$ cat config.mk
export PLATFORM = sky130hd
export DESIGN_NAME = spi_rr_scheduler_flat
export DESIGN_NICKNAME = d
export VERILOG_FILES = /design/src/rtl/spi_sched_pkg.sv /design/src/rtl/spi_rr_scheduler_if.sv /design/src/rtl/spi_rr_arbiter.sv /design/src/rtl/spi_rr_scheduler.sv /design/src/flat_wrapper.sv
export SDC_FILE = /design/constraint.sdc
export NUM_CORES = 1
export LEC_CHECK = 0
export ABC_AREA = 1
export BUFFER_PORTS_ARGS = -buffer_cell sky130_fd_sc_hd__clkbuf_2
export CORE_MARGIN = 3
export CORE_UTILIZATION = 62
export DETAILED_ROUTE_END_ITERATION = 8
export HOLD_SLACK_MARGIN = 0.08
export PLACE_DENSITY = 0.84
export SLEW_MARGIN = 20
export SYNTH_ARGS = -nofsm -noshare
export SYNTH_HDL_FRONTEND = slang
export SYNTH_SLANG_ARGS = --single-unit
$ cat constraint.sdc
create_clock -name clk_i -period 2.12 [get_ports clk_i]
set_input_delay 0.424 -clock clk_i [delete_from_list [all_inputs] [get_ports clk_i]]
set_output_delay 0.424 -clock clk_i [all_outputs]
set_load 0.01 [all_outputs]
$ cat src/rtl/spi_sched_pkg.sv
// Shared definitions for the round-robin SPI read scheduler: FSM state codes,
// default timing constants and a constant-evaluable clog2 helper.
package spi_sched_pkg;

   // FSM state encoding
   typedef logic [2:0] state_t;
   localparam state_t ST_IDLE  = 3'd0;
   localparam state_t ST_SETUP = 3'd1;
   localparam state_t ST_SHIFT = 3'd2;
   localparam state_t ST_HOLD  = 3'd3;
   localparam state_t ST_DONE  = 3'd4;

   // Default configuration
   localparam int DEF_N_REQ      = 2;
   localparam int DEF_FRAME_BITS = 16;
   localparam int DEF_CLK_DIV    = 4;
   localparam int DEF_CS_SETUP   = 2;
   localparam int DEF_CS_HOLD    = 2;

   // Ceiling log2; clog2(1) = 0
   function automatic int clog2(input int value);
      int r;
      int p;
      r = 0;
      p = 1;
      while (p < value) begin
         p = p * 2;
         r = r + 1;
      end
      return r;
   endfunction

   // Counter width that is never zero, even when the count range is 1
   function automatic int cnt_w(input int value);
      return (clog2(value) < 1) ? 1 : clog2(value);
   endfunction

endpackage

$ cat src/rtl/spi_rr_scheduler_if.sv
// Requester-side handshake plus the shared SPI pins of the scheduler.
// master: the scheduler itself; slave: requesters/devices (or a bench).
interface spi_rr_scheduler_if #(
   parameter int N_REQ      = spi_sched_pkg::DEF_N_REQ,
   parameter int FRAME_BITS = spi_sched_pkg::DEF_FRAME_BITS
);
   logic [N_REQ-1:0]      req;
   logic                  sdo;
   logic                  scl;
   logic [N_REQ-1:0]      cs;
   logic [FRAME_BITS-1:0] data;
   logic [N_REQ-1:0]      done;
   logic                  busy;

   modport master (
      input  req, sdo,
      output scl, cs, data, done, busy
   );

   modport slave (
      output req, sdo,
      input  scl, cs, data, done, busy
   );
endinterface

$ cat src/rtl/spi_rr_arbiter.sv
// Combinational round-robin winner select: scans upward from ptr_i+1 modulo
// N_REQ and returns the first requester found as one-hot grant and index.
module spi_rr_arbiter
   import spi_sched_pkg::*;
#(
   parameter  int N_REQ = DEF_N_REQ,
   localparam int IDX_W = clog2(N_REQ)
) (
   input  logic [N_REQ-1:0] req_i,
   input  logic [IDX_W-1:0] ptr_i,
   output logic [N_REQ-1:0] gnt_o,
   output logic [IDX_W-1:0] idx_o,
   output logic             vld_o
);

   // Walk the scan order backwards so the nearest requester after ptr_i is the last to write
   always_comb begin : scan
      int               cand;
      logic [IDX_W-1:0] cidx;
      cand  = 0;
      cidx  = '0;
      gnt_o = '0;
      idx_o = '0;
      vld_o = 1'b0;
      for (int i = N_REQ; i >= 1; i--) begin
         cand = (int'(ptr_i) + i) % N_REQ;
         cidx = IDX_W'(cand);
         if (req_i[cidx]) begin
            gnt_o       = '0;
            gnt_o[cidx] = 1'b1;
            idx_o       = cidx;
            vld_o       = 1'b1;
         end
      end
   end

endmodule

$ cat src/rtl/spi_rr_scheduler.sv
// Round-robin scheduler sharing one read-only SPI bus among N_REQ requesters.
// One FRAME_BITS read frame per grant; the word comes back with a done pulse.
// All outputs come straight from registers; reset aborts a frame at once.
module spi_rr_scheduler
   import spi_sched_pkg::*;
#(
   parameter int N_REQ      = DEF_N_REQ,
   parameter int FRAME_BITS = DEF_FRAME_BITS,
   parameter int CLK_DIV    = DEF_CLK_DIV,
   parameter int CS_SETUP   = DEF_CS_SETUP,
   parameter int CS_HOLD    = DEF_CS_HOLD
) (
   input logic                clk_i,
   input logic                rst_ni,
   spi_rr_scheduler_if.master bus
);

   localparam int IDX_W = clog2(N_REQ);
   localparam int DIV_W = cnt_w(CLK_DIV);
   localparam int BIT_W = clog2(FRAME_BITS + 1);
   localparam int TMR_W = cnt_w((CS_SETUP > CS_HOLD) ? CS_SETUP : CS_HOLD);

   logic [N_REQ-1:0]      req;
   logic                  sdo;

   logic [N_REQ-1:0]      arb_gnt;
   logic [IDX_W-1:0]      arb_idx;
   logic                  arb_vld;

   state_t                state_q,   state_d;
   logic [IDX_W-1:0]      gnt_idx_q, gnt_idx_d;
   logic [IDX_W-1:0]      ptr_q,     ptr_d;
   logic [TMR_W-1:0]      tmr_q,     tmr_d;
   logic [DIV_W-1:0]      div_q,     div_d;
   logic                  ph_q,      ph_d;
   logic [BIT_W-1:0]      bit_q,     bit_d;
   logic [FRAME_BITS-1:0] shreg_q,   shreg_d;
   logic                  scl_q,     scl_d;
   logic [N_REQ-1:0]      cs_q,      cs_d;
   logic [FRAME_BITS-1:0] data_q,    data_d;
   logic [N_REQ-1:0]      done_q,    done_d;
   logic                  busy_q,    busy_d;

   assign req      = bus.req;
   assign sdo      = bus.sdo;
   assign bus.scl  = scl_q;
   assign bus.cs   = cs_q;
   assign bus.data = data_q;
   assign bus.done = done_q;
   assign bus.busy = busy_q;

   spi_rr_arbiter #(
      .N_REQ (N_REQ)
   ) u_arb (
      .req_i (req),
      .ptr_i (ptr_q),
      .gnt_o (arb_gnt),
      .idx_o (arb_idx),
      .vld_o (arb_vld)
   );

   // Next-state logic for the frame FSM, scl divider, bit counter and output registers
   always_comb begin
      state_d   = state_q;
      gnt_idx_d = gnt_idx_q;
      ptr_d     = ptr_q;
      tmr_d     = tmr_q;
      div_d     = div_q;
      ph_d      = ph_q;
      bit_d     = bit_q;
      shreg_d   = shreg_q;
      scl_d     = scl_q;
      cs_d      = cs_q;
      data_d    = data_q;
      done_d    = '0;

      case (state_q)
         ST_IDLE: begin
            // req is only looked at here, so late changes wait for the next IDLE
            if (arb_vld) begin
               state_d   = ST_SETUP;
               gnt_idx_d = arb_idx;
               cs_d      = ~arb_gnt;
               tmr_d     = '0;
            end
         end

         ST_SETUP: begin
            if (tmr_q == TMR_W'(CS_SETUP - 1)) begin
               state_d = ST_SHIFT;
               scl_d   = 1'b0;
               div_d   = '0;
               ph_d    = 1'b0;
               bit_d   = '0;
            end else begin
               tmr_d = tmr_q + TMR_W'(1);
            end
         end

         ST_SHIFT: begin
            // ph_q=0: low half-period, ph_q=1: high half-period of the current bit
            if (div_q == DIV_W'(CLK_DIV - 1)) begin
               div_d = '0;
               if (!ph_q) begin
                  scl_d   = 1'b1;
                  ph_d    = 1'b1;
                  shreg_d = {shreg_q[FRAME_BITS-2:0], sdo};
                  bit_d   = bit_q + BIT_W'(1);
               end else if (bit_q == BIT_W'(FRAME_BITS)) begin
                  state_d = ST_HOLD;
                  tmr_d   = '0;
               end else begin
                  scl_d = 1'b0;
                  ph_d  = 1'b0;
               end
            end else begin
               div_d = div_q + DIV_W'(1);
            end
         end

         ST_HOLD: begin
            if (tmr_q == TMR_W'(CS_HOLD - 1)) begin
               state_d           = ST_DONE;
               cs_d              = '1;
               data_d            = shreg_q;
               done_d[gnt_idx_q] = 1'b1;
               ptr_d             = gnt_idx_q;
            end else begin
               tmr_d = tmr_q + TMR_W'(1);
            end
         end

         ST_DONE: begin
            state_d = ST_IDLE;
         end

         default: begin
            state_d = ST_IDLE;
            cs_d    = '1;
            scl_d   = 1'b1;
         end
      endcase

      busy_d = (state_d != ST_IDLE);
   end

   // State and output registers; async reset drops cs/scl high immediately
   always_ff @(posedge clk_i or negedge rst_ni) begin
      if (!rst_ni) begin
         state_q   <= ST_IDLE;
         gnt_idx_q <= '0;
         ptr_q     <= IDX_W'(N_REQ - 1);
         tmr_q     <= '0;
         div_q     <= '0;
         ph_q      <= 1'b0;
         bit_q     <= '0;
         shreg_q   <= '0;
         scl_q     <= 1'b1;
         cs_q      <= '1;
         data_q    <= '0;
         done_q    <= '0;
         busy_q    <= 1'b0;
      end else begin
         state_q   <= state_d;
         gnt_idx_q <= gnt_idx_d;
         ptr_q     <= ptr_d;
         tmr_q     <= tmr_d;
         div_q     <= div_d;
         ph_q      <= ph_d;
         bit_q     <= bit_d;
         shreg_q   <= shreg_d;
         scl_q     <= scl_d;
         cs_q      <= cs_d;
         data_q    <= data_d;
         done_q    <= done_d;
         busy_q    <= busy_d;
      end
   end

endmodule
$ cat src/flat_wrapper.sv
// flat-port wrapper written by rule: the top's interface ports become plain ports
module spi_rr_scheduler_flat import spi_sched_pkg::*;
#(
   parameter int N_REQ      = DEF_N_REQ,
   parameter int FRAME_BITS = DEF_FRAME_BITS,
   parameter int CLK_DIV    = DEF_CLK_DIV,
   parameter int CS_SETUP   = DEF_CS_SETUP,
   parameter int CS_HOLD    = DEF_CS_HOLD
)
  (clk_i, rst_ni, bus_req, bus_sdo, bus_scl, bus_cs, bus_data, bus_done, bus_busy);
  spi_rr_scheduler_if #(.N_REQ(N_REQ), .FRAME_BITS(FRAME_BITS)) bus_i ();
  input logic clk_i;
  input logic rst_ni;
  input wire logic [$bits(bus_i.req)-1:0] bus_req;
  input wire logic [$bits(bus_i.sdo)-1:0] bus_sdo;
  output wire logic [$bits(bus_i.scl)-1:0] bus_scl;
  output wire logic [$bits(bus_i.cs)-1:0] bus_cs;
  output wire logic [$bits(bus_i.data)-1:0] bus_data;
  output wire logic [$bits(bus_i.done)-1:0] bus_done;
  output wire logic [$bits(bus_i.busy)-1:0] bus_busy;
  assign bus_i.req = bus_req;
  assign bus_i.sdo = bus_sdo;
  assign bus_scl = bus_i.scl;
  assign bus_cs = bus_i.cs;
  assign bus_data = bus_i.data;
  assign bus_done = bus_i.done;
  assign bus_busy = bus_i.busy;
  spi_rr_scheduler #(.N_REQ(N_REQ), .FRAME_BITS(FRAME_BITS), .CLK_DIV(CLK_DIV), .CS_SETUP(CS_SETUP), .CS_HOLD(CS_HOLD)) u_core (.clk_i(clk_i), .rst_ni(rst_ni), .bus(bus_i));
endmodule
Yosys cells after proc, flatten, opt, wreduce, memory -nomap -nowiden
Index checks and enable logic that the tools add are counted.

Register bits: 52. Latch bits: 0. Bits in writable memories: 0. Memory bits (read-only): 0. Input port bits: 5. Output and inout port bits: 22. Memories: 0.

$add $sub $neg: 5. Multiply operators: 0. Divide/modulo/power cells: 0. Magnitude comparators: 6. Eq/ne operators: 14. Shift operators: 0. Multiplexer cells: 50. Bitwise operators: 4. Reductions and logical operators: 19.

Operators by type and width (count): 2-to-1 mux 1 bit (23); 2-to-1 mux 3 bit (6); 2-to-1 mux 2 bit (8); 2-to-1 mux 5 bit (3); != test 2 x 1 -> 1 bit, second input constant (6); case mux 3 bit (4 select lines) (1); case mux 5 bit (2 select lines) (1); AND reduction 3 bit (3); AND reduction 4 bit (2); equality test 3 x 2 -> 1 bit, second input constant (2); < comparator 1 x 2 -> 1 bit, second input constant (3); case mux 1 bit (3 select lines) (2); case mux 2 bit (3 select lines) (1); AND reduction 2 bit (3); nonzero test 3 bit (2); OR reduction 3 bit (2); adder 5 x 1 -> 5 bit, second input constant (1); equality test 5 bit, second input constant (1); AND reduction 5 bit (1); case mux 2 bit (2 select lines) (1); adder 1 bit, second input constant (3); demux 1 bit (select 1 bit) (3); equality test 3 x 1 -> 1 bit, second input constant (1); equality test 3 bit, second input constant (1); other kinds (12) (18).

Depth between registers and ports, before layout
Gate-level depths: netlist of run 1.

Depth in word-level cells: 10. Gate-level depth with buffers: 9.

Cells and area by module
A second synthesis of run 1 with hierarchy kept.

Cell total of the unflattened synthesis: 268. Area, all modules: 2398.6 µm².

By module, submodules not included: spi_rr_scheduler (instances 1, cells an instance 261, area each 2364.8 µm², sequential area each 1306.3 µm²); spi_rr_arbiter (instances 1, cells an instance 7, area each 33.8 µm², sequential area each 0.0 µm²).

Worst setup path before layout of run 1
OpenSTA, ideal clock, no wires.

Path type: register to register. Start point: register u_core.state_q[0]. End point: register u_core.shreg_q[12]. Library setup time: 0.126 ns. Arrival time: 1.162 ns. Path slack: 0.832 ns. Cell stages (with the launch flop): 6. Cells stage by stage: dfrtp_1 > nor3_4 > nand3_2 > buf_4 > nand2_1 > o21ai_0.

Cells in the longest elaborated chain, start to end: 2.

RTL lines: start, declared (line spi_rr_scheduler.sv:30) `state_t state_q, state_d;`; start signal, assigned (line spi_rr_scheduler.sv:164) `state_q <= state_d;`; equality test 3 x 2 -> 1 bit (line spi_rr_scheduler.sv:77) `case (state_q)`; AND reduction 3 bit (no line); end signal, assigned (line spi_rr_scheduler.sv:171) `shreg_q <= shreg_d;`; end, declared (line spi_rr_scheduler.sv:37) `logic [FRAME_BITS-1:0] shreg_q, shreg_d;`.

No other way between the ends. A chain may end at the register's enable or synchronous reset.

Final worst setup path of run 1
Start point: register u_core.state_q[0]. End point: register u_core.bit_q[0].

Cells in the longest elaborated chain, start to end: 3. Elaborated cells on any way between the ends: 8.

RTL lines: equality test 3 x 2 -> 1 bit or equality test 3 x 1 -> 1 bit (tied branches) (line spi_rr_scheduler.sv:77); != test 2 bit (no line), or another cell as far along; AND reduction 4 bit (no line); end signal, assigned (line spi_rr_scheduler.sv:170) `bit_q <= bit_d;`; end, declared (line spi_rr_scheduler.sv:36) `logic [BIT_W-1:0] bit_q, bit_d;`.

Several ways; a longest one is shown, not always the timed one.

==> out/metrics.cfg, run 1 <==
[placement]
dp_hpwl_um = 3080
globalplace.congestion = 0.880
portBuffers = 26
post_dp_cell_area_um2 = 2550
place_ws_ps = 669

[setup_path]
crit_path_end = u_core.bit_q[0]$_DFFE_PN0P_
r2r_setup_slack_ps = 650
crit_start = u_core.state_q[0]$_DFF_PN0_
startpoint_type = flip-flop
r2r_start = u_core.state_q[0]$_DFF_PN0_
critical_path.max_fanout = 33
endpoint_kind = flip-flop
cp.required_ps = 2350
reg2reg_to = u_core.bit_q[0]$_DFFE_PN0P_
setup.worst_path.class = reg2reg
crit_arrival_ps = 1700
worstRegToRegCells = 5

[synthesis]
synth_compound_area_frac = 0.128
post-synth-top-count-cell = nand2_1
yosysTopAreaCellShare = 0.501
async_flop_share = 1.00
netlist_area_um2 = 2400
synthDistinctLibCells = 27
synthSimpleGateAreaFrac = 0.220
synth_top_family_by_area = simple AND/OR/NAND/NOR gates
ys.flop_type = dfrtp_1
synthCells = 255
syn_nets = 263
syn_avg_cell_area_um2 = 9.40
ys.warnings.count = 0
yosys.area.top_type = dfrtp_1
synth_xor_area_frac = 0.0110
synth_fa_ha_area_frac = 0.0157
muxShareOfSynthArea = 0
synth_seq_cells = 52
synthTopCellsByCount = 67 x nand2_1, 48 x dfrtp_1, 32 x inv_1, 22 x o21ai_2, 16 x nor2_1
synth-edff-count = 0
ys_seq_area_frac = 0.545
yosys-top-cells-area = dfrtp_1 50%, nand2_1 10%, o21ai_2 8.0%, inv_1 5.0%, dfstp_2 4.4%

[sta]
tightest_slew_ps = 576
final.period_utilization = 0.693
final.setup.worst_slack_ps = 651
clock.fmax_ghz = 0.681
slew_viol_final = 0
setup-tns-final_ps = 0
setup_viol_count_final = 0
maxSlewHeadroom = 0.616
finalHoldViolCount = 0
fin_crit_ps = 1470
rsz0062_at_grt = no
finClkSkew_ps = 5.62

[route]
route.detailed.drc = 0
ant_nets = 0
via_per_inst = 5.27
firstDrtPassIters = 4
wirelength_um = 4210
drtIter0Drc = 67
wl_per_cell_um = 12.7
num_vias = 1745

[run_status]
outcome = completed

[job]
max-cap-violations = 0

[cts]
htreeDepth = 2
cts_buffer_depth = 2
numClockSinks = 52
tritoncts = yes
clk_pin_slew_ps = 90
clockRootBuffer = clkbuf_8
cts_inserted_buffers = 5
insertion_delay_ps = 300
cts_resized = 0
cts_setup_buffers = 0
ctsHoldBuffers = 0

[floorplan]
start_util = 0.681
core_area_um2 = 3520
dieArea_um2 = 4650
die_w_um = 68.2
rows = 21
ios = 27
die_height_um = 68.2

[hold_path]
min_path_type = in2async

[global_routing]
track_usage = 0.218
grt_pass1_vias = 1728
grt_pass1_wl_um = 7490
grt_max_degree = 37
antenna_found_initial = 0
overflow = 0

[pwr]
ir_worst_vdd_v = 0.000514
leakagePower_nw = 1.34
power_mw = 1.62
cellPowerDensity_nw_per_um2 = 613

[cells_and_area]
final_nets = 292
area_growth_syn_to_layout_pct = 10.5
final_area_um2 = 2650
final_layout_size_suffix_gt1_frac = 0.274
diodes = 0

-- kinds of logic (layout without fill, tap and decap cells) --
family | after synthesis | count (layout)
AND/OR/NAND/NOR | 111 | 111
adder cells (fa/ha/maj) | 3 | 3
XOR/XNOR | 3 | 3
buffers and inverters | 42 | 72
AO/OA/AOI/OAI | 44 | 44
flip-flops | 52 | 52
-- through the flow --
| step | hold WS (ps) | std cells | utilization |
|---|---|---|---|
| after floorplan | 128 | 255 | - |
| after global placement | 447 | 323 | 0.726 |
| after detailed placement | 453 | 323 | 0.726 |
| after CTS | 124 | 331 | 0.752 |
| after global routing | 143 | 331 | 0.752 |
| final | 102 | 331 | 0.752 |
-- cell type report --
cell class,instances,area (µm²)
Multi-Input combinational cell,161,898
Fill cell,260,872
Sequential cell,52,1310
Tap cell,46,57.6
Clock inverter,1,7.51
Inverter,36,135
Timing Repair Buffer,28,158
Clock buffer,7,86.3
-- placed cells by master, fill, tap and decap left out --
cell and count:
a21boi_1 1, a21oi_1 3, buf_12 1, buf_4 1, clkbuf_1 1, clkbuf_2 26
clkbuf_8 6, clkinvlp_4 1, dfrtp_1 48, dfstp_2 4, ha_1 3, inv_1 32
inv_2 4, nand2_1 67, nand2_2 3, nand2_4 3, nand3_1 13, nand3_2 2
nand4_1 2, nor2_1 16, nor2_2 1, nor2_4 2, nor2_8 1, nor3_4 1
o21ai_0 14, o21ai_1 3, o21ai_2 22, o21bai_1 1, xnor2_1 1, xor2_1 2
-- worst max-delay path, cell delays in order (launching register included) --
cell and delay [ps]:
dfrtp_1 480, nor3_4 310, nand3_2 100, buf_4 250, nand2_1 90, a21boi_1 160
-- metal layers --
metal  track usage  wire length (µm)
met5             0                 0
met4         0.112                99
met3        0.0394               159
met2         0.374              2150
met1         0.260              1800
-- flip-flops by register name, indices dropped and copies added (netlist names) --
register          flops
u_core.bus.cs         2
u_core.ptr_q          1
u_core.state_q        3
u_core.shreg_q       16
u_core.bus.busy       1
u_core.bus.scl        1
u_core.bus.data      16
u_core.tmr_q          1
u_core.ph_q           1
u_core.gnt_idx_q      1
u_core.bus.done       2
u_core.bit_q          5
u_core.div_q          2
-- how the worst min path moves through the flow --
stage          cells past startpoint   start                        endpoint
2_1_floorplan                      0  rst_ni     u_core.bit_q[0]$_DFFE_PN0P_
3_3_place_gp                       1  rst_ni    u_core.bus.done[0]$_DFF_PN0_
3_5_place_dp                       1  rst_ni    u_core.gnt_idx_q$_DFFE_PN0P_
4_1_cts                            1  rst_ni    u_core.gnt_idx_q$_DFFE_PN0P_
5_1_grt                            1  rst_ni    u_core.gnt_idx_q$_DFFE_PN0P_
6_report                           1  rst_ni  u_core.bus.data[0]$_DFFE_PN0P_
-- where the power goes --
| group | internal [mW] | switching, mW |
|---|---|---|
| clock network | 0.266 | 0.309 |
| registers | 1.00 | 0.00413 |
| logic | 0.0135 | 0.0331 |
| total | 1.28 | 0.346 |
(Power assumes the default switching activity.)
==> run 2: changes to the inputs <==
--- a/config.mk
+++ b/config.mk
@@ -5,13 +5,13 @@
 export SDC_FILE = /design/constraint.sdc
 export NUM_CORES = 1
 export LEC_CHECK = 0
-export ABC_AREA = 1
+export ABC_AREA = 0
 export BUFFER_PORTS_ARGS = -buffer_cell sky130_fd_sc_hd__clkbuf_2
 export CORE_MARGIN = 3
-export CORE_UTILIZATION = 62
+export CORE_UTILIZATION = 57
 export DETAILED_ROUTE_END_ITERATION = 8
 export HOLD_SLACK_MARGIN = 0.08
-export PLACE_DENSITY = 0.84
+export PLACE_DENSITY = 0.78
 export SLEW_MARGIN = 20
 export SYNTH_ARGS = -nofsm -noshare
 export SYNTH_HDL_FRONTEND = slang
==> constraint.sdc (replaced) <==
create_clock -name clk_i -period 1.37 [get_ports clk_i]
set_input_delay 0.274 -clock clk_i [delete_from_list [all_inputs] [get_ports clk_i]]
set_output_delay 0.274 -clock clk_i [all_outputs]
set_load 0.01 [all_outputs]
==> out/metrics.cfg, run 2 <==
[run_status]
outcome = finished with violations
violations = negative setup slack

[floorplan]
dieArea_um2 = 4750
start_util = 0.603
ios = 27
core_area_um2 = 3740
die_height_um = 68.9
rows = 22
die_w_um = 68.9

[setup_path]
crit_path_max_incr_delay_ps = 410
critical_path.max_fanout = 4
endpoint_kind = flip-flop
worstPathCellList = inv_2 -> ha_4 -> and4bb_2 -> a31o_4 -> nand2_2 -> a21o_1
cp.required_ps = 1560
crit_arrival_ps = 1570
worstRegToRegCells = 6
critPathBufInv = 1
critPathTopFamily = flip-flops
r2r_start = u_core.bit_q[1]$_DFFE_PN0P_
reg2reg_to = u_core.tmr_q$_DFFE_PN0P_
startpoint_type = flip-flop
critical_path.slowest_cell = dfrtp_1
r2r_setup_slack_ps = -8
setup.worst_path.class = reg2reg

[cts]
clk_pin_slew_ps = 90
insertion_delay_ps = 300
htreeDepth = 2
cts_buffer_depth = 2
clockRootBuffer = clkbuf_8
numClockSinks = 52
cts_inserted_buffers = 5
tritoncts = yes

[synthesis]
synth-edff-count = 0
synthTopCellsByCount = 105 x nand2_1, 48 x dfrtp_1, 11 x nor2_1, 7 x nand3_1
yosysTopAreaCellShare = 0.532
ys.flop_type = dfrtp_1
ys.warnings.count = 0
async_flop_share = 1.00
synth_seq_cells = 52
ys_seq_area_frac = 0.579
synthDistinctLibCells = 37
syn_avg_cell_area_um2 = 9.36
netlist_area_um2 = 2260
syn_nets = 249
yosys.area.top_type = dfrtp_1
synthCells = 241
post-synth-top-count-cell = nand2_1
yosys-top-cells-area = dfrtp_1 53%, nand2_1 17%, dfstp_2 4.7%, nor2_1 1.8%, ha_1 1.7%

[route]
firstDrtPassIters = 4
wirelength_um = 4640
ant_nets = 0
num_vias = 1765
via_per_inst = 5.22
wl_per_cell_um = 13.7
drtIter0Drc = 124
route.detailed.drc = 0

[global_routing]
grt_pass1_vias = 1585
grt_pass1_wl_um = 6980
antenna_found_initial = 0
grt_max_degree = 53
track_usage = 0.199
overflow = 0

[cells_and_area]
layout_commonest_cell = nand2_1
multi_input_area_um2 = 988
seq_area_um2 = 1310
fill_cells = 247
final_layout_size_suffix_gt1_frac = 0.345
final_nets = 297
stdcell_count = 338
final_cell_mix = 88 x nand2_1, 47 x dfrtp_1, 26 x clkbuf_2
area_growth_syn_to_layout_pct = 27.3
diodes = 0

[hold_path]
min_path_type = in2reg
hp-start = bus_sdo
hold_end = u_core.shreg_q[0]$_DFFE_PN0P_
hold_depth = 3

[placement]
portBuffers = 26
place_ws_ps = -22.3
globalplace.congestion = 0.829
dp_cells = 322
dp_hpwl_um = 2900

[pwr]
ir_worst_vdd_v = 0.00118
leakagePower_nw = 1.50
cellPowerDensity_nw_per_um2 = 1800
power_mw = 5.17

[sta]
finalHoldViolCount = 0
rsz0062_at_grt = yes
tightest_slew_ps = 400
clock.fmax_ghz = 0.726
maxSlewHeadroom = 0.734
final.period_utilization = 1.01
finClkSkew_ps = 8.19
setup_viol_count_final = 2
fin_crit_ps = 1380
slew_viol_final = 0
final.setup.worst_slack_ps = -7.70

[job]
max-cap-violations = 0

==> run 2: changes by cell type in the layout (fill, tap and decap cells not counted), moves of 3 or more <==
| cell | previous run | this run |
|---|---|---|
| o21ai_1 | 3 | 0 |
| inv_1 | 32 | 2 |
| nor3_2 | 0 | 3 |
| o21ai_2 | 22 | 1 |
| nand2b_1 | 0 | 4 |
| nand3_1 | 13 | 7 |
| nand2_4 | 3 | 0 |
| nand2_2 | 3 | 17 |
| nor2b_1 | 0 | 3 |
| buf_4 | 1 | 18 |
| nor2_1 | 16 | 9 |
| o21ai_0 | 14 | 4 |
| nand2_1 | 67 | 88 |
==> run 2: metrics by stage <==
stage	setup TNS (ps)	util	hold WS (ps)	area [µm²]
after CTS	-42.0	0.717	154	2680
after detailed placement	-110	0.680	293	2540
after global routing	-683	0.767	193	2870
after global placement	-8.03	0.680	288	2540
final	-9.79	0.767	164	2870
after floorplan	-142	-	-21.6	2270
==> run 2: logic make-up (layout without fill, tap and decap cells) <==
| logic type | after synthesis | count (layout) | synth area share |
|---|---|---|---|
| and+or+nand+nor | 144 | 144 | 0.284 |
| DFF | 52 | 52 | 0.579 |
| AOI/OAI and AO/OA | 23 | 23 | 0.0666 |
| buffers and inverters | 15 | 64 | 0.0377 |
| adders and majority gates | 3 | 3 | 0.0166 |
| xor gates and xnor gates | 3 | 3 | 0.0116 |
| muxes | 1 | 1 | 0.00444 |
==> run 2: final cells by class <==
cell class / instances / area share
flip-flops and latches: 52 / 0.455
multi-input cells: 174 / 0.344
repair buffers: 51 / 0.133
clock buffers: 6 / 0.0253
well taps: 48 / 0.0209
clock inverters: 2 / 0.0135
inverters: 5 / 0.00828
==> run 2: timing repair <==
action,CTS,global route
resized for setup,2,40
setup endpoints to repair,13,30
buffers inserted,2,4
pin swaps,1,25
hold buffers,1,0
hold endpoints to repair,48,0
gates cloned,0,1
==> run 2: power by group <==
part | leakage [nW] | internal, mW | total (mW) | switching (mW)
Clock | 0.0558 | 0.552 | 1.04 | 0.484
Sequential | 0.685 | 1.89 | 2.19 | 0.307
Combinational | 0.754 | 0.923 | 1.94 | 1.02
==> run 2: per-layer routing <==
metal | vias to the layer above | track usage | part of all wire
met2 | 32 | 0.327 | 0.50
met3 | 6 | 0.0486 | 0.039
met1 | 854 | 0.269 | 0.45
met4 | 0 | 0.0462 | 0.013
li1 | 873 | - | -
met5 | - | 0 | 0
==> run 2: how the worst max path moves through the flow <==
stage | start | to | slack (ps) | cells past startpoint
3_3_place_gp | u_core.div_q[1]$_DFFE_PN0P_ | u_core.bit_q[0]$_DFFE_PN0P_ | -8 | 5
6_report | u_core.bit_q[1]$_DFFE_PN0P_ | u_core.tmr_q$_DFFE_PN0P_ | -8 | 6
5_1_grt | u_core.state_q[2]$_DFF_PN0_ | u_core.div_q[1]$_DFFE_PN0P_ | -70 | 5
2_1_floorplan | u_core.div_q[1]$_DFFE_PN0P_ | u_core.shreg_q[10]$_DFFE_PN0P_ | -20 | 7
3_5_place_dp | u_core.state_q[1]$_DFF_PN0_ | u_core.bus.data[14]$_DFFE_PN0P_ | -20 | 6
4_1_cts | u_core.bit_q[1]$_DFFE_PN0P_ | u_core.tmr_q$_DFFE_PN0P_ | -30 | 6
==> run 2: worst register-to-register path: stages, from the launching register on <==
cell      delay (ps)
dfrtp_1          410
inv_2             80
ha_4             110
and4bb_2         290
a31o_4           190
nand2_2           50
a21o_1           150
==> run 3: changes to the inputs <==
--- a/config.mk
+++ b/config.mk
@@ -15,4 +15,5 @@
 export SLEW_MARGIN = 20
 export SYNTH_ARGS = -nofsm -noshare
 export SYNTH_HDL_FRONTEND = slang
+export SYNTH_HIERARCHICAL = 1
 export SYNTH_SLANG_ARGS = --single-unit
==> out/metrics.cfg, run 3 <==
[sta]
clock.fmax_ghz = 0.634
tightest_slew_ps = 426
maxSlewHeadroom = 0.716
setup_viol_count_final = 41
final.period_utilization = 1.15
rsz0062_at_grt = yes
finalHoldViolCount = 0
finClkSkew_ps = 6.35
final.setup.worst_slack_ps = -207
fin_crit_ps = 1580
slew_viol_final = 0

[setup_path]
worstPathCellList = buf_12 -> nor4b_4 -> a221o_1 -> mux2_2
critical_path.slowest_cell = dfrtp_1
endpoint_kind = flip-flop
cp.required_ps = 1610
crit_cells = 4
critPathBufInv = 1
startpoint_type = flip-flop
crit_path_max_incr_delay_ps = 410
crit_arrival_ps = 1820
critical_path.max_fanout = 9
setup.worst_path.class = reg2reg
worstRegToRegCells = 4
critPathTopFamily = flip-flops

[cells_and_area]
fin_util = 0.849
final_cell_mix = 46 x dfrtp_1, 28 x buf_4, 26 x clkbuf_2
stdcell_count = 301
final_nets = 260
fill_cells = 177
diodes = 0
area_growth_syn_to_layout_pct = 37.3
multi_input_area_um2 = 1150
final_layout_size_suffix_gt1_frac = 0.561
layout_commonest_cell = dfrtp_1
seq_area_um2 = 1310

[cts]
clk_pin_slew_ps = 100
numClockSinks = 52
cts_buffer_depth = 2
tritoncts = yes
clockRootBuffer = clkbuf_8
insertion_delay_ps = 310
htreeDepth = 2
cts_inserted_buffers = 5

[floorplan]
rows = 22
dieArea_um2 = 4960
core_area_um2 = 3830
start_util = 0.619
ios = 27
die_w_um = 70.4
die_height_um = 70.4

[run_status]
outcome = finished with violations
violations = negative setup slack

[synthesis]
yosys.area.top_type = dfrtp_1
yosys-top-cells-area = dfrtp_1 51%, mux2_2 15%, dfstp_2 4.4%, nand2b_1 2.4%, mux2i_1 2.1%
async_flop_share = 1.00
netlist_area_um2 = 2370
synthTopCellsByCount = 48 x dfrtp_1, 32 x mux2_2, 9 x nand2_1, 9 x nand2b_1, 8 x inv_1
synthCells = 184
syn_avg_cell_area_um2 = 12.9
yosysTopAreaCellShare = 0.507
post-synth-top-count-cell = dfrtp_1
synthDistinctLibCells = 44
ys.warnings.count = 6
ys_seq_area_frac = 0.552
synth_seq_cells = 52
syn_nets = 192
synth-edff-count = 0
ys.flop_type = dfrtp_1

[global_routing]
antenna_found_initial = 0
track_usage = 0.243
grt_pass1_vias = 1821
overflow = 0
grt_max_degree = 41
grt_pass1_wl_um = 9230

[route]
num_vias = 1774
ant_nets = 0
firstDrtPassIters = 4
via_per_inst = 5.89
drtIter0Drc = 169
wirelength_um = 6440
route.detailed.drc = 0
wl_per_cell_um = 21.4

[pwr]
cellPowerDensity_nw_per_um2 = 792
switchingPower_uw = 571
power_frac_comb = 0.034
swShare = 0.222
internal_power_mw = 2.00
clkPwrFrac = 0.358
power_frac_seq = 0.608
ir_worst_vdd_v = 0.000603
leakagePower_nw = 1.60

[placement]
portBuffers = 26
globalplace.congestion = 0.805
place_ws_ps = -129
dp_hpwl_um = 3460
dp_cells = 273

[hold_path]
hold_depth = 2
min_path_type = in2reg

[job]
max-cap-violations = 0

-- run 3: metal layers --
metal	vias to the layer above	part of all wire	global-route usage
met5	-	0	0
met4	0	0.032	0.121
met3	18	0.046	0.0576
met2	54	0.53	0.405
met1	911	0.39	0.292
li1	791	-	-
-- run 3: area by class of cell --
| type | count | area share |
|---|---|---|
| Sequential cell | 52 | 0.403 |
| Clock buffer | 6 | 0.0254 |
| Clock inverter | 2 | 0.00424 |
| Tap cell | 48 | 0.0185 |
| Inverter | 8 | 0.00924 |
| Timing Repair Buffer | 73 | 0.184 |
| Multi-Input combinational cell | 112 | 0.355 |
-- run 3: worst paths after layout --
| check | endpoint | slack [ps] | startpoint |
|---|---|---|---|
| worst max-delay path | u_core/bus.cs[1]$_DFFE_PN1P_ | -210 | u_core/state_q[1]$_DFF_PN0_ |
| min in group asynchronous | u_core/bit_q[2]$_DFFE_PN0P_ | 420 | rst_ni |
| worst min-delay path | u_core/shreg_q[0]$_DFFE_PN0P_ | 250 | bus_sdo |
| max in group asynchronous | u_core/ph_q$_DFFE_PN0P_ | 380 | rst_ni |
| worst min register to register | u_core/bus.done[0]$_DFF_PN0_ | 480 | u_core/gnt_idx_q$_DFFE_PN0P_ |
| worst max register to register | u_core/bus.cs[1]$_DFFE_PN1P_ | -210 | u_core/state_q[1]$_DFF_PN0_ |
-- run 3: stage by stage --
step                total power, mW  cell area, µm²  hold WS [ps]  TNS, ps
global route                   2.67            3250           234    -6410
CTS                            2.58            3080           194    -2450
global placement               1.66            2750           198    -1160
detailed placement             1.67            2750           213    -2710
floorplan                      1.61            2400         -21.6    -1860
finish                         2.57            3250           247    -4240
-- run 3: kinds of logic after synthesis --
group / count (synthesis) / share of synthesized area
flops: 52 / 0.552
simple gates: 45 / 0.124
mux: 39 / 0.186
compound gates: 25 / 0.0756
buf+inv: 20 / 0.0465
fa+ha+maj: 3 / 0.0159
-- run 3: timing repair --
| item | CTS | global route |
|---|---|---|
| hold endpoints to repair | 8 | 0 |
| gates resized for setup | 26 | 32 |
| hold buffers | 1 | 0 |
| cloned | 2 | 0 |
| pin swaps | 10 | 5 |
| buffers inserted | 12 | 5 |
| endpoints found under the setup margin | 43 | 47 |
-- run 3: power groups by stage --
stage	sequential [mW]	clock, mW	combinational (mW)
after floorplan	1.59	0	0.0200
after global placement	1.59	0	0.0721
after detailed placement	1.59	0	0.0763
after CTS	1.56	0.935	0.0796
after global routing	1.57	1.01	0.0940
final	1.56	0.922	0.0870
